### src/rtl/stopwatch_ctrl.sv
// Stopwatch control sequencer: button edge events, run/pause/limit/load FSM, speed-scaled tick prescaler.
// Optional STOPWATCH_CTRL_SYNC_EN adds 2-flop synchronizers on buttons and REVERSE (+2 cycles event latency).
module stopwatch_ctrl #(
   parameter int TICK_DIV = 1000
) (
   input  logic       clk_in,
   input  logic       RESET_N,
   input  logic       START_BTN,
   input  logic       RESET_BTN,
   input  logic       ADD_BTN,
   input  logic       SUB_BTN,
   input  logic       SPEED_UP,
   input  logic       SPEED_DOWN,
   input  logic       REVERSE,
   input  logic       AT_LIMIT,
   output logic       TICK_EN,
   output logic       LOAD,
   output logic [1:0] LOAD_SEL,
   output logic       RUNNING,
   output logic [1:0] SPEED,
   output logic [2:0] STATE
);

   localparam logic [2:0] ST_IDLE  = 3'b000;
   localparam logic [2:0] ST_RUN   = 3'b001;
   localparam logic [2:0] ST_PAUSE = 3'b010;
   localparam logic [2:0] ST_LIMIT = 3'b011;
   localparam logic [2:0] ST_LOAD  = 3'b100;

   localparam int CW = $clog2(TICK_DIV);
   // TICK_DIV is a multiple of 8, so (TICK_DIV >> s) - 1 == (TICK_DIV - 1) >> s for s <= 3.
   localparam logic [CW-1:0] LIM0 = CW'(TICK_DIV - 1);

   logic [2:0]    r_state;
   logic [6:0]    r_prev;
   logic [1:0]    r_speed;
   logic [CW-1:0] r_cnt;
   logic [1:0]    r_load_sel;

   logic [6:0]    w_raw;
   logic [6:0]    w_lvl;
   logic [5:0]    w_rise;
   logic          w_rev_chg;
   logic          w_ev_load;
   logic          w_ev_start;
   logic [1:0]    w_sel_nxt;
   logic [2:0]    w_state_nxt;
   logic [1:0]    w_speed_nxt;
   logic [CW-1:0] w_lim;
   logic [CW-1:0] w_cnt_nxt;

   assign w_raw = {REVERSE, SPEED_DOWN, SPEED_UP, START_BTN, ADD_BTN, SUB_BTN, RESET_BTN};

`ifdef STOPWATCH_CTRL_SYNC_EN
   logic [6:0] r_sync1;
   logic [6:0] r_sync2;

   always_ff @(posedge clk_in or negedge RESET_N) begin
      if (!RESET_N) begin
         r_sync1 <= '0;
         r_sync2 <= '0;
      end else begin
         r_sync1 <= w_raw;
         r_sync2 <= r_sync1;
      end
   end

   assign w_lvl = r_sync2;
`else
   assign w_lvl = w_raw;
`endif

   assign w_rise    = w_lvl[5:0] & ~r_prev[5:0];
   assign w_rev_chg = w_lvl[6] ^ r_prev[6];

   // Priority RESET > SUB > ADD > START; a lower event in the same cycle is discarded.
   assign w_ev_load  = |w_rise[2:0];
   assign w_ev_start = w_rise[3] & ~w_ev_load;
   assign w_sel_nxt  = w_rise[0] ? {1'b0, w_lvl[6]} :
                       w_rise[1] ? 2'b11 : 2'b10;

   always_comb begin
      w_state_nxt = r_state;
      case (r_state)
         ST_IDLE, ST_PAUSE: begin
            if (w_ev_load)
               w_state_nxt = ST_LOAD;
            else if (w_ev_start)
               w_state_nxt = AT_LIMIT ? ST_LIMIT : ST_RUN;
         end
         ST_RUN: begin
            if (w_rise[0])
               w_state_nxt = ST_LOAD;
            else if (w_ev_start)
               w_state_nxt = ST_PAUSE;
            else if (AT_LIMIT)
               w_state_nxt = ST_LIMIT;
         end
         ST_LIMIT: begin
            if (w_ev_load)
               w_state_nxt = ST_LOAD;
            else if (w_rev_chg)
               w_state_nxt = ST_IDLE;
         end
         ST_LOAD: w_state_nxt = ST_IDLE;
         default: w_state_nxt = ST_IDLE;
      endcase
   end

   always_comb begin
      w_speed_nxt = r_speed;
      if (w_rise[4] && !w_rise[5] && r_speed != 2'd3)
         w_speed_nxt = r_speed + 2'd1;
      else if (w_rise[5] && !w_rise[4] && r_speed != 2'd0)
         w_speed_nxt = r_speed - 2'd1;
   end

   assign w_lim = LIM0 >> r_speed;

   always_comb begin
      w_cnt_nxt = r_cnt;
      if ((w_state_nxt != r_state) || (w_speed_nxt != r_speed) || w_rev_chg)
         w_cnt_nxt = '0;
      else if (r_state == ST_RUN)
         w_cnt_nxt = (r_cnt == w_lim) ? '0 : r_cnt + CW'(1);
   end

   always_ff @(posedge clk_in or negedge RESET_N) begin
      if (!RESET_N) begin
         r_state    <= ST_IDLE;
         r_prev     <= '0;
         r_speed    <= '0;
         r_cnt      <= '0;
         r_load_sel <= '0;
      end else begin
         r_state <= w_state_nxt;
         r_prev  <= w_lvl;
         r_speed <= w_speed_nxt;
         r_cnt   <= w_cnt_nxt;
         if (w_state_nxt == ST_LOAD)
            r_load_sel <= w_sel_nxt;
      end
   end

   // Masked combinationally so the cycle AT_LIMIT rises never emits a tick.
   assign TICK_EN  = (r_state == ST_RUN) && (r_cnt == w_lim) && !AT_LIMIT;
   assign LOAD     = (r_state == ST_LOAD);
   assign RUNNING  = (r_state == ST_RUN);
   assign LOAD_SEL = r_load_sel;
   assign SPEED    = r_speed;
   assign STATE    = r_state;

endmodule

### config.mk
export PLATFORM = sky130hd
export DESIGN_NAME = stopwatch_ctrl
export DESIGN_NICKNAME = d
export VERILOG_FILES = /design/src/rtl/stopwatch_ctrl.sv
export SDC_FILE = /design/constraint.sdc
export NUM_CORES = 1
export LEC_CHECK = 0
export CORE_MARGIN = 5
export CORE_UTILIZATION = 30
export CTS_CLUSTER_DIAMETER = 50
export CTS_CLUSTER_SIZE = 14
export DETAILED_ROUTE_END_ITERATION = 12
export DONT_BUFFER_PORTS = 1
export PLACE_DENSITY = 0.44
export SLEW_MARGIN = 20
export SYNTH_ARGS = -nofsm -noshare
export SYNTH_HDL_FRONTEND = slang
export SYNTH_SLANG_ARGS = --single-unit
### constraint.sdc
create_clock -name clk_in -period 2.1 [get_ports clk_in]
set_input_delay 0.42 -clock clk_in [delete_from_list [all_inputs] [get_ports clk_in]]
set_output_delay 0.42 -clock clk_in [all_outputs]
set_load 0.05 [all_outputs]
Word level (Yosys, flattened, before mapping)
Index checks and enable logic that the tools add are counted.
- bitwise gates (word level): 5
- multiplexer cells: 16
- reductions and logical operators: 16
- $add $sub $neg: 3
- eq/ne operators: 9
- shift-type cells: 1
- operator list (kind ; number):
    2-to-1 mux 10 bit ; 3
    2-to-1 mux 3 bit ; 7
    adder 10 x 1 -> 10 bit, second input constant ; 1
    equality test 10 bit ; 1
    right shift 10 x 2 -> 10 bit, first input constant ; 1
    case mux 3 bit (3 select lines) ; 1
    2-to-1 mux 2 bit ; 4
    AND 6 bit ; 1
    equality test 3 x 2 -> 1 bit, second input constant ; 2
    equality test 3 bit, second input constant ; 2
    logical AND 1 bit ; 6
    inverter 6 bit ; 1
    nonzero test 2 bit ; 2
    equality test 3 x 1 -> 1 bit, second input constant ; 1
    logical NOT 1 bit ; 3
    logical NOT 3 bit ; 1
    inequality test 3 bit ; 1
    OR reduction 3 bit ; 1
    adder 2 x 1 -> 2 bit, second input constant ; 1
    logical OR 1 bit ; 2
    inequality test 2 bit ; 1
    inequality test 2 bit, second input constant ; 1
    OR reduction 2 bit ; 1
    subtractor 2 x 1 -> 2 bit, second input constant ; 1
    other kinds (4) ; 4
- word-level logic and storage cells: 55
- output and inout bits: 10
- flip-flop bits (word level): 24
- input bits: 10

Logic depth before layout (Yosys ltp)
- depth after elaboration: 12
- gate-level depth with buffers: 7
- depth with buffers taken out: 7

Worst setup path before layout
OpenSTA, ideal clock, no wires.
- kind: reg-to-output
- start: register r_speed[1] (netlist: SPEED[1])
- end: output TICK_EN
- arrival time: 2.439 ns
- setup slack: -0.759 ns
- buffers on the path: 0
- cell stages (with the launch flop): 7
- data required time: 1.680 ns
- cell sequence: dfrtp_1 inv_1 ha_1 or3b_2 a2bb2oi_2 nand3_1 nor2_1
- word-level cells in the longest chain between the ends: 4
- ends and longest elaborated chain (element ; RTL line ; RTL):
    start, declared ; 36 ; logic [1:0] r_speed;
    start signal, assigned ; 138 ; r_speed <= w_speed_nxt;
    right shift 10 x 2 -> 10 bit ; 118 ; assign w_lim = LIM0 >> r_speed;
    equality test 10 bit ; 146 ; assign TICK_EN = (r_state == ST_RUN) && (r_cnt == w_lim) && !AT_LIMIT;
    logical AND 1 bit (2 in a row) ; 146 ;
    end, declared ; 16 ; output logic TICK_EN,
Every way passes these cells.

Worst setup path in the final report
Ends and elaborated chain as after synthesis.

==> flow_metrics.env <==
export IMPL_finalSetupViolCount=1
export IMPL_outcome="finished, violations left"
export IMPL_drc_errors=0
export IMPL_synthTopCellsByCount="24 x dfrtp_1, 9 x nor3_2, 8 x nand2_1, 8 x nand3_1, 6 x xnor2_1"
export IMPL_avgSynthCellArea_sq_um=11.3
export IMPL_slew_violations=0
export IMPL_path_class="register to primary output"
export IMPL_clock_sinks=24
export IMPL_io_buffers=0
export IMPL_grt_pass1_vias=1167
export IMPL_cp_cell_sequence="ha_4, or3b_1, a211oi_2, nand3_2, nor2_4, buf_12"
export IMPL_synth_area_sq_um=1440
export IMPL_drive_gt1_frac=0.396
export IMPL_syn_to_final_growth_pct=23.4
export IMPL_end_kind="primary output"
export IMPL_finalHoldViolCount=0
export IMPL_grt_pass1_wl_um=5890
export IMPL_leakagePower_nw=0.680
export IMPL_firstDrtPassIters=4
export IMPL_diodes=0
export IMPL_wl_per_cell_um=16.7
export IMPL_cp_required_ns=1.68
export IMPL_synth_ff_type="dfrtp_1"
export IMPL_dr_wl_met2_um=1610
export IMPL_start_util=0.307
export IMPL_post_route_period_util=1.13
export IMPL_cts_tree="yes"
export IMPL_vdd_drop_max_v=0.000524
export IMPL_drv_cap=0
export IMPL_seq_area_frac_synth=0.417
export IMPL_power_frac_clock=0.254
export IMPL_cts_root_buf="clkbuf_8"
export IMPL_ios=20
export IMPL_drtIter0Drc=31
export IMPL_cpMaxStageDelayCell="dfrtp_2"
export IMPL_yosys_warnings=0
export IMPL_rsz0062_at_grt="yes"
export IMPL_place_area_sq_um=1620
export IMPL_htreeDepth=1
export IMPL_worstSkewPairLatency_ns=0.28
export IMPL_grt_ovfl_total=0
export IMPL_row_count=25
export IMPL_path_max_fanout=4
export IMPL_total_power_w=0.00165
export IMPL_via_per_inst=5.07
export IMPL_ys_async_sr_fraction=1.00
export IMPL_worstReg2RegStart="SPEED[1]"
export IMPL_finClkSkew_ns=0.0133
export IMPL_synth_top_area_share=0.417
export IMPL_met1_length_um=1600
export IMPL_min_period_ns=2.38
export IMPL_grtUsageTotal=0.119
export IMPL_pwr_share_comb=0.389
export IMPL_hold_ws_ns=0.157
export IMPL_syn_num_nets=141
export IMPL_die_height_um=79.3
export IMPL_core_sq_um=4690
export IMPL_fmax_mhz=421
export IMPL_cpPeakStageDelay_ns=0.42
export IMPL_synth_top_cell_by_area="dfrtp_1"
export IMPL_synthCells=128
export IMPL_min_delay_start="RESET_BTN"
export IMPL_cp_num_buf_inv=1
export IMPL_wl_um=3390
export IMPL_wl_met3_um=148
export IMPL_grt_max_degree=25
export IMPL_vias=1029
export IMPL_place_gp_congestion=0.800
export IMPL_violations="setup timing"
export IMPL_worstPathArrival_ns=1.96
export IMPL_synth_edff_count=0
export IMPL_n_fill_cell=481
export IMPL_nNetsFinal=163
export IMPL_power_frac_seq=0.358
export IMPL_highest_layer="met4"
export IMPL_clk_pin_slew_worst_paths_ns=0.10
export IMPL_layout_setup_ws_ns=-0.278
export IMPL_numCtsBuffers=3
export IMPL_fp_dieW_um=79.3
export IMPL_worst_pin_slew_ns=0.526
export IMPL_startpoint="SPEED[1]"
export IMPL_cp_start_kind="register"
export IMPL_slew_headroom=0.647
export IMPL_ys_types=41
export IMPL_hpwl_um=2530
export IMPL_p_sw_w=0.000630
export IMPL_synth_top_cells_by_area="dfrtp_1 42%, nor3_2 6.3%, xnor2_1 3.6%, xor2_1 3.0%, nand3_1 2.8%"
export IMPL_die_area_sq_um=6290
export IMPL_antenna_found_initial=0
export IMPL_sw_frac_of_total=0.383
export IMPL_synth_most_common_cell="dfrtp_1"
export IMPL_min_path_type="input pin to register"
export IMPL_p_per_area_nw_per_um2=925
export IMPL_internal_power_w=0.00102
export IMPL_ant_nets=0
export IMPL_crit_family="simple AND/OR/NAND/NOR gates"
export IMPL_ys_seq_elements=24
export IMPL_cts_buffer_depth=2
export IMPL_finalInstanceArea_sq_um=1780
cells in the final DEF, fill, tap and decap left out, types with 2 or more instances in the layout:
cell	n
a211oi_2	2
a21oi_1	4
a2bb2oi_2	2
a31oi_1	4
and3_1	2
buf_12	2
buf_4	15
clkbuf_8	3
dfrtp_1	22
dfrtp_2	2
ha_4	2
inv_1	2
inv_2	3
mux2_2	2
nand2_1	8
nand2b_1	4
nand2b_4	2
nand3_1	7
nand3b_1	3
nand4_1	3
nor2b_1	3
nor3_1	2
nor3_2	10
nor4bb_1	2
o21ai_0	5
xnor2_1	6
xor2_1	5
through the flow:
stage | cells | utilization | setup TNS [ns] | setup slack [ns]
5_1_grt | 203 | 0.379 | -0.368 | -0.368
3_5_place_dp | 194 | 0.346 | -0.104 | -0.104
4_1_cts | 202 | 0.378 | -0.254 | -0.254
6_report | 203 | 0.379 | -0.278 | -0.278
2_1_floorplan | 128 | - | -0.266 | -0.266
3_3_place_gp | 194 | 0.346 | -0.0791 | -0.0791
path summary, 6_finish.rpt:
path | endpoint | slack (ns) | depth (start not counted)
worst min-delay path | r_prev[0] | 0.16 | 0
worst min register to register | SPEED[1] | 0.60 | 3
worst max register to register | r_cnt[5] | 0.14 | 7
min in group asynchronous | r_cnt[9] | 0.57 | 2
worst max-delay path | TICK_EN | -0.28 | 6
max in group asynchronous | STATE[1] | 1.37 | 2
metal layers:
metal / up-vias / GRT usage
li1: 516 / -
met1: 492 / 0.155
met2: 17 / 0.196
met3: 4 / 0.0272
met4: 0 / 0.0361
met5: - / 0
cell type report:
| cell class | instances | area (sq um) | area share |
|---|---|---|---|
| clock inverter | 1 | 30.0 | 0.0169 |
| tap | 54 | 67.6 | 0.0380 |
| timing repair buffer | 18 | 163 | 0.0914 |
| inverter | 5 | 18.8 | 0.0105 |
| clock buffer | 3 | 41.3 | 0.0232 |
| sequential | 24 | 603 | 0.339 |
| multi-input combinational | 98 | 856 | 0.481 |
power groups by stage:
| stage | combinational, W | clock [W] | sequential [W] |
|---|---|---|---|
| CTS | 0.000642 | 0.000427 | 0.000590 |
| finish | 0.000639 | 0.000417 | 0.000589 |
| global placement | 0.000556 | 0 | 0.000583 |
| global route | 0.000689 | 0.000453 | 0.000595 |
| floorplan | 0.000302 | 0 | 0.000696 |
| detailed placement | 0.000569 | 0 | 0.000586 |
state kept, by name (all words and copies together) (netlist names):
| signal | count |
|---|---|
| r_cnt | 10 |
| r_prev | 7 |
| STATE | 3 |
| LOAD_SEL | 2 |
| SPEED | 2 |
worst register-to-register path, stage by stage (launching register included):
cell	delay, ns
dfrtp_2	0.42
ha_4	0.15
or3b_1	0.36
a211oi_2	0.30
nand3_2	0.15
buf_4	0.19
nand4_4	0.19
nor3_2	0.07
kinds of logic after synthesis:
kind of cell,count (synthesis),share of synthesized area
XOR/XNOR,11,0.0668
AND/OR/NAND/NOR,57,0.299
buffers and inverters,6,0.0208
adder cells (fa/ha/maj),3,0.0260
AO/OA/AOI/OAI,25,0.155
multiplexers,2,0.0156
flip-flops,24,0.417
timing repair:
action / CTS / global route
resized for setup: 8 / 0
setup buffers: 2 / 1
endpoints found under the hold margin: 24 / 0
hold buffers: 2 / 0
setup endpoints to repair: 1 / 1
pin swaps: 5 / 2
Power figures use the tool's default switching activity.
==> variant 1 (same flow settings) <==
The parameter `TICK_DIV` goes from 1000 to 2000.
--- a/src/rtl/stopwatch_ctrl.sv
+++ b/src/rtl/stopwatch_ctrl.sv
@@ -1,7 +1,7 @@
 // Stopwatch control sequencer: button edge events, run/pause/limit/load FSM, speed-scaled tick prescaler.
 // Optional STOPWATCH_CTRL_SYNC_EN adds 2-flop synchronizers on buttons and REVERSE (+2 cycles event latency).
 module stopwatch_ctrl #(
-   parameter int TICK_DIV = 1000
+   parameter int TICK_DIV = 2000
 ) (
    input  logic       clk_in,
    input  logic       RESET_N,
Function: same outputs for any inputs over 10 cycles, from zero or initial values and one cycle with RESET_N low; that may be too few to reach the edited logic, so the function may still have changed.
==> variant 1 against the original RTL <==
The flow still finishes with violations (setup timing). Cell area fell by 3.4%. Register-to-register slack improved by 0.07 ns. Die area fell by 0.23%. Synthesized cell count rose by 3.9%. Sequential cell count rose by 1. Area after synthesis fell by 0.26%. Fmax rose by 10%. Critical path type unchanged. Worst setup slack improved by 0.22 ns. Wire length fell by 11%. Total power fell by 6.2%. Cell count rose by 0.99%.
==> variant 1: results (changes against the original RTL) <==
{| class="wikitable"
! Metric !! Value
|-
| Run status || finished with violations
|-
| Violations in the final reports || setup timing
|-
| Syn_nets || 146 (+3.5%)
|-
| Maximum number of pins on one net before global-route repair || 26 (+4.0%)
|-
| Largest clock skew in the final design || 0.00437 ns (-0.00891 ns)
|-
| Nets || 165 (+1.2%)
|-
| Total Neg Setup Slack || -0.0613 ns (+0.217 ns)
|-
| Clock slew at the register clock pins of the worst setup and hold paths || 0.09 ns
|-
| Fill count || 482 (+0.21%)
|-
| Most frequent cells after synthesis || 25 x dfrtp_1, 10 x a21oi_1, 10 x nor3_2
|-
| Number of violations reported at the end of detailed-routing iteration 0 || 43 (+39%)
|-
| Global-route wire length before repair || 5120 microns (-13%)
|-
| Final RePlAce weighted congestion || 0.763 (-4.6%)
|-
| Endpoint of the worst hold path || r_prev[4]
|-
| Critical path arrival || 1.74 ns (-0.22 ns)
|-
| Pleak || 0.691 nW (+1.6%)
|-
| Peak supply drop || 326 uV (-38%)
|-
| DR WL/cell || 14.8 microns (-12%)
|-
| Flip-flop count of the largest register after layout || 11 (+1)
|-
| Overall global routing resource usage || 0.105 (-0.0143)
|-
| Number of cell instances on the worst register-to-register path || 8 (+1)
|-
| Worst reg2reg startpoint || SPEED[0]
|-
| Number of global-route vias before repair || 1,018 (-13%)
|-
| Largest cells by area after synthesis || dfrtp_1 44%, nor3_2 7.0%, xor2_1 4.9%
|-
| Min-Delay Startpoint || SPEED_UP
|-
| Max-slew headroom || 0.674 (+0.0268)
|-
| Final setup viols || 1 (unchanged)
|-
| Share of post-route cells with drive strength above 1 || 0.298 (-0.0980)
|-
| Level count of the clock H-tree || 1 (unchanged)
|-
| Endpoint of the lowest-slack register-to-register path || r_cnt[4]
|-
| Setup ws final || -0.0613 ns (+0.217 ns)
|-
| Post-DP HPWL || 2240 microns (-11%)
|-
| Critical-path maximum fanout || 3 (-1)
|-
| Drt via density || 5.02 (-0.98%)
|-
| Hold crit path type || input pin to flop
|-
| Synth cell types || 43 (+4.9%)
|-
| Share of synthesized area occupied by flip-flops and latches || 0.435 (+0.0185)
|-
| Setup slack, reg-to-reg || 0.21 ns (+0.07 ns)
|}
-- variant 1: worst max-delay path, stage by stage, from the launching register on --
cell	delay (ns)
dfrtp_2	0.42
inv_2	0.08
ha_4	0.21
xnor2_1	0.12
nor3_1	0.13
nand4_1	0.20
nor2_4	0.16
buf_12	0.14
-- variant 1: where the power goes --
group	switching [mW]	leakage, nW	internal (mW)
logic	0.382	0.350	0.270
registers	0.0710	0.318	0.527
clock network	0.158	0.0228	0.136
total	0.611	0.691	0.933
-- variant 1: logic make-up (layout without fill, tap and decap cells) --
group | count (synthesis) | in the layout | synth area share
buf+inv | 5 | 23 | 0.0235
simple gates | 58 | 58 | 0.298
fa+ha+maj | 3 | 3 | 0.0261
xor+xnor | 14 | 14 | 0.0853
flops | 25 | 25 | 0.435
compound gates | 27 | 27 | 0.125
mux | 1 | 1 | 0.00696
-- variant 1: worst max-delay path by stage --
stage,from,slack [ns],cells after the start,end
4_1_cts,SPEED[1],-0.10,7,TICK_EN
5_1_grt,SPEED[1],-0.15,7,TICK_EN
3_5_place_dp,SPEED[1],0.10,7,TICK_EN
2_1_floorplan,SPEED[0],-0.24,6,TICK_EN
6_report,SPEED[1],-0.06,7,TICK_EN
3_3_place_gp,SPEED[1],0.14,7,TICK_EN
-- variant 1: layout make-up --
cell class | instances | area share
multi-input combinational | 103 | 0.475
sequential | 25 | 0.365
timing repair buffer | 16 | 0.0881
tap | 54 | 0.0393
clock buffer | 4 | 0.0262
inverter | 3 | 0.00655
-- variant 1: per-stage QoR --
| stage | power, mW | instances | instance area [sq um] | hold slack (ns) | setup slack [ns] |
|---|---|---|---|---|---|
| global route | 1.65 | 205 | 1720 | 0.146 | -0.148 |
| detailed placement | 1.16 | 197 | 1600 | 0.126 | 0.102 |
| global placement | 1.14 | 197 | 1600 | 0.125 | 0.138 |
| floorplan | 1.02 | 133 | 1450 | 0.124 | -0.236 |
| finish | 1.54 | 205 | 1720 | 0.166 | -0.0613 |
| CTS | 1.55 | 204 | 1710 | 0.157 | -0.101 |
-- variant 1: routing by layer --
layer | track usage | wire, microns | up-vias
li1 | - | - | 519
met1 | 0.133 | 1430 | 483
met2 | 0.168 | 1390 | 22
met3 | 0.0385 | 182 | 5
met4 | 0.0258 | 27 | 0
met5 | 0 | 0 | -
-- variant 1: timing repair --
item	in CTS	in global routing
pin swaps	3	2
hold buffers	2	0
setup endpoints to repair	1	1
setup buffers	1	1
resized for setup	6	0
hold endpoints to repair	25	0
==> variant 2 (same settings) <==
Without the edit above. Put a register stage on the outputs `TICK_EN`, `LOAD` and `RUNNING`, without a reset. The values now appear one clock later. The other outputs are not delayed to match.
--- a/src/rtl/stopwatch_ctrl.sv
+++ b/src/rtl/stopwatch_ctrl.sv
@@ -143,9 +143,11 @@
    end
 
    // Masked combinationally so the cycle AT_LIMIT rises never emits a tick.
-   assign TICK_EN  = (r_state == ST_RUN) && (r_cnt == w_lim) && !AT_LIMIT;
-   assign LOAD     = (r_state == ST_LOAD);
-   assign RUNNING  = (r_state == ST_RUN);
+   always_ff @(posedge clk_in) begin
+      TICK_EN <= (r_state == ST_RUN) && (r_cnt == w_lim) && !AT_LIMIT;
+      LOAD    <= (r_state == ST_LOAD);
+      RUNNING <= (r_state == ST_RUN);
+   end
    assign LOAD_SEL = r_load_sel;
    assign SPEED    = r_speed;
    assign STATE    = r_state;
Check against the original RTL: not equivalent (a bounded check fails within 4 cycles, from zero or initial values and one cycle with RESET_N low).
==> variant 2 against the original RTL <==
Sequential cell count up 3. Cell area down 3.4%. Worst setup slack better by 0.52 ns. Synthesized cell count up 2.3%. Fmax up 28%. Area after synthesis up 4.2%. Sequential share of layout area up 4.7 points. Register-to-register slack better by 0.10 ns. Global-route usage down 1.4 points. Sequential power up 17%. Critical path depth up 1. Count of clock-buffer cells in the layout up 1. Wire length down 7.5%. Total power down 9.2%. Largest power group is now registers. Highest routed layer unchanged.
==> variant 2: results (changes against the original RTL) <==
{| class="wikitable"
! Metric !! Value
|-
| Run status || finished clean
|-
| Nets || 159 (-2.5%)
|-
| Max incr delay on CP || 0.47 ns (+0.05 ns)
|-
| Clock network power || 0.300 mW (-28%)
|-
| Pleak || 0.652 nW (-4.1%)
|-
| Worst setup slack before clock tree synthesis || 0.247 ns (+0.351 ns)
|-
| Setup repair bufs after CTS || 0 (-2)
|-
| Global-route wire length before repair || 5380 microns (-8.5%)
|-
| Async set-reset flop share out of synthesis || 0.889 (-0.111)
|-
| Crit share post-route || 0.886 (-0.247)
|-
| Post-route met1 wirelength || 1440 microns (-10%)
|-
| Endpoint of the worst hold path || r_prev[3]
|-
| Met3 Use GR || 0.0244 (-0.00282)
|-
| Min-Delay Startpoint || START_BTN
|-
| Synth cell types || 42 (+2.4%)
|-
| DR WL/cell || 14.8 microns (-11%)
|-
| Largest cells by area after synthesis || dfrtp_1 40%, nor3_2 6.0%, dfxtp_1 4.0%
|-
| Final RePlAce weighted congestion || 0.876 (+9.4%)
|-
| Final setup viols || 0 (-1)
|-
| Combinational power share || 0.340 (-0.049)
|-
| Post-route worst hold slack || 0.165 ns (+0.00740 ns)
|-
| Share of post-route cells with drive strength above 1 || 0.303 (-0.0925)
|-
| Internal power || 0.906 mW (-11%)
|-
| Overall via count from detail_route || 1,048 (+1.8%)
|-
| Critical-path maximum fanout || 8 (+4)
|-
| Antenna fix cells || 0 (unchanged)
|-
| Critical path arrival || 2.01 ns (+0.05 ns)
|-
| Crit-path slowest cell || or3b_2
|-
| Overall global routing resource usage || 0.105 (-0.0141)
|-
| GRT met2 Usage || 0.166 (-0.0306)
|-
| Met1 Use GR || 0.142 (-0.0132)
|-
| Instance count after placement with tap cells included || 206 (+6.2%)
|-
| Syn_nets || 144 (+2.1%)
|-
| Met2 wire length || 1510 microns (-6.4%)
|-
| Largest clock skew in the final design || 0.00219 ns (-0.0111 ns)
|-
| Number of violations reported at the end of detailed-routing iteration 0 || 55 (+77%)
|-
| Level count of the clock H-tree || 1 (unchanged)
|-
| Setup slack, reg-to-reg || 0.24 ns (+0.10 ns)
|-
| Total power draw || 1.49 mW (-9.2%)
|-
| Max-slew headroom || 0.675 (+0.0271)
|-
| Area after detailed placement || 1640 sq um (+1.3%)
|-
| Share of synthesized area occupied by flip-flops and latches || 0.440 (+0.0233)
|-
| Number of standard cells after synthesis || 131 (+2.3%)
|-
| Post-DP HPWL || 2380 microns (-5.9%)
|-
| Number of global-route vias before repair || 1,090 (-6.6%)
|-
| Final std cells w/o fill || 212 (+4.4%)
|-
| Count of instances resized after the clock tree is built || 0 (-8)
|-
| Peak supply drop || 345 uV (-34%)
|-
| Critical Path End || r_cnt[7]
|}
==> variant 2: changes by cell type in the layout (fill, tap and decap cells not counted), moves of 2 or more <==
cell	delta
inv_2	-2
ha_4	-2
dfxtp_1	+3
buf_4	-6
inv_1	+2
ha_1	+2
==> variant 2: critical path: cells and delay by family, from the launching register on <==
family | cells | cell delay [ns]
simple gates | 4 | 0.92
flops | 1 | 0.42
fa+ha+maj | 1 | 0.18
compound gates | 1 | 0.15
buf+inv | 1 | 0.07
==> variant 2: cell type report <==
type,instances,area [sq um]
sequential,27,663
tap,67,83.8
timing repair buffer,11,97.6
inverter,5,18.8
clock buffer,4,45.0
fill,474,3070
multi-input combinational,98,811
==> variant 2: cells by family after synthesis <==
family / Yosys count / synth area share
AOI/OAI and AO/OA: 25 / 0.149
xor gates and xnor gates: 11 / 0.0642
adders and majority gates: 3 / 0.0250
buffers and inverters: 6 / 0.0200
DFF: 27 / 0.440
muxes: 2 / 0.0150
and+or+nand+nor: 57 / 0.287
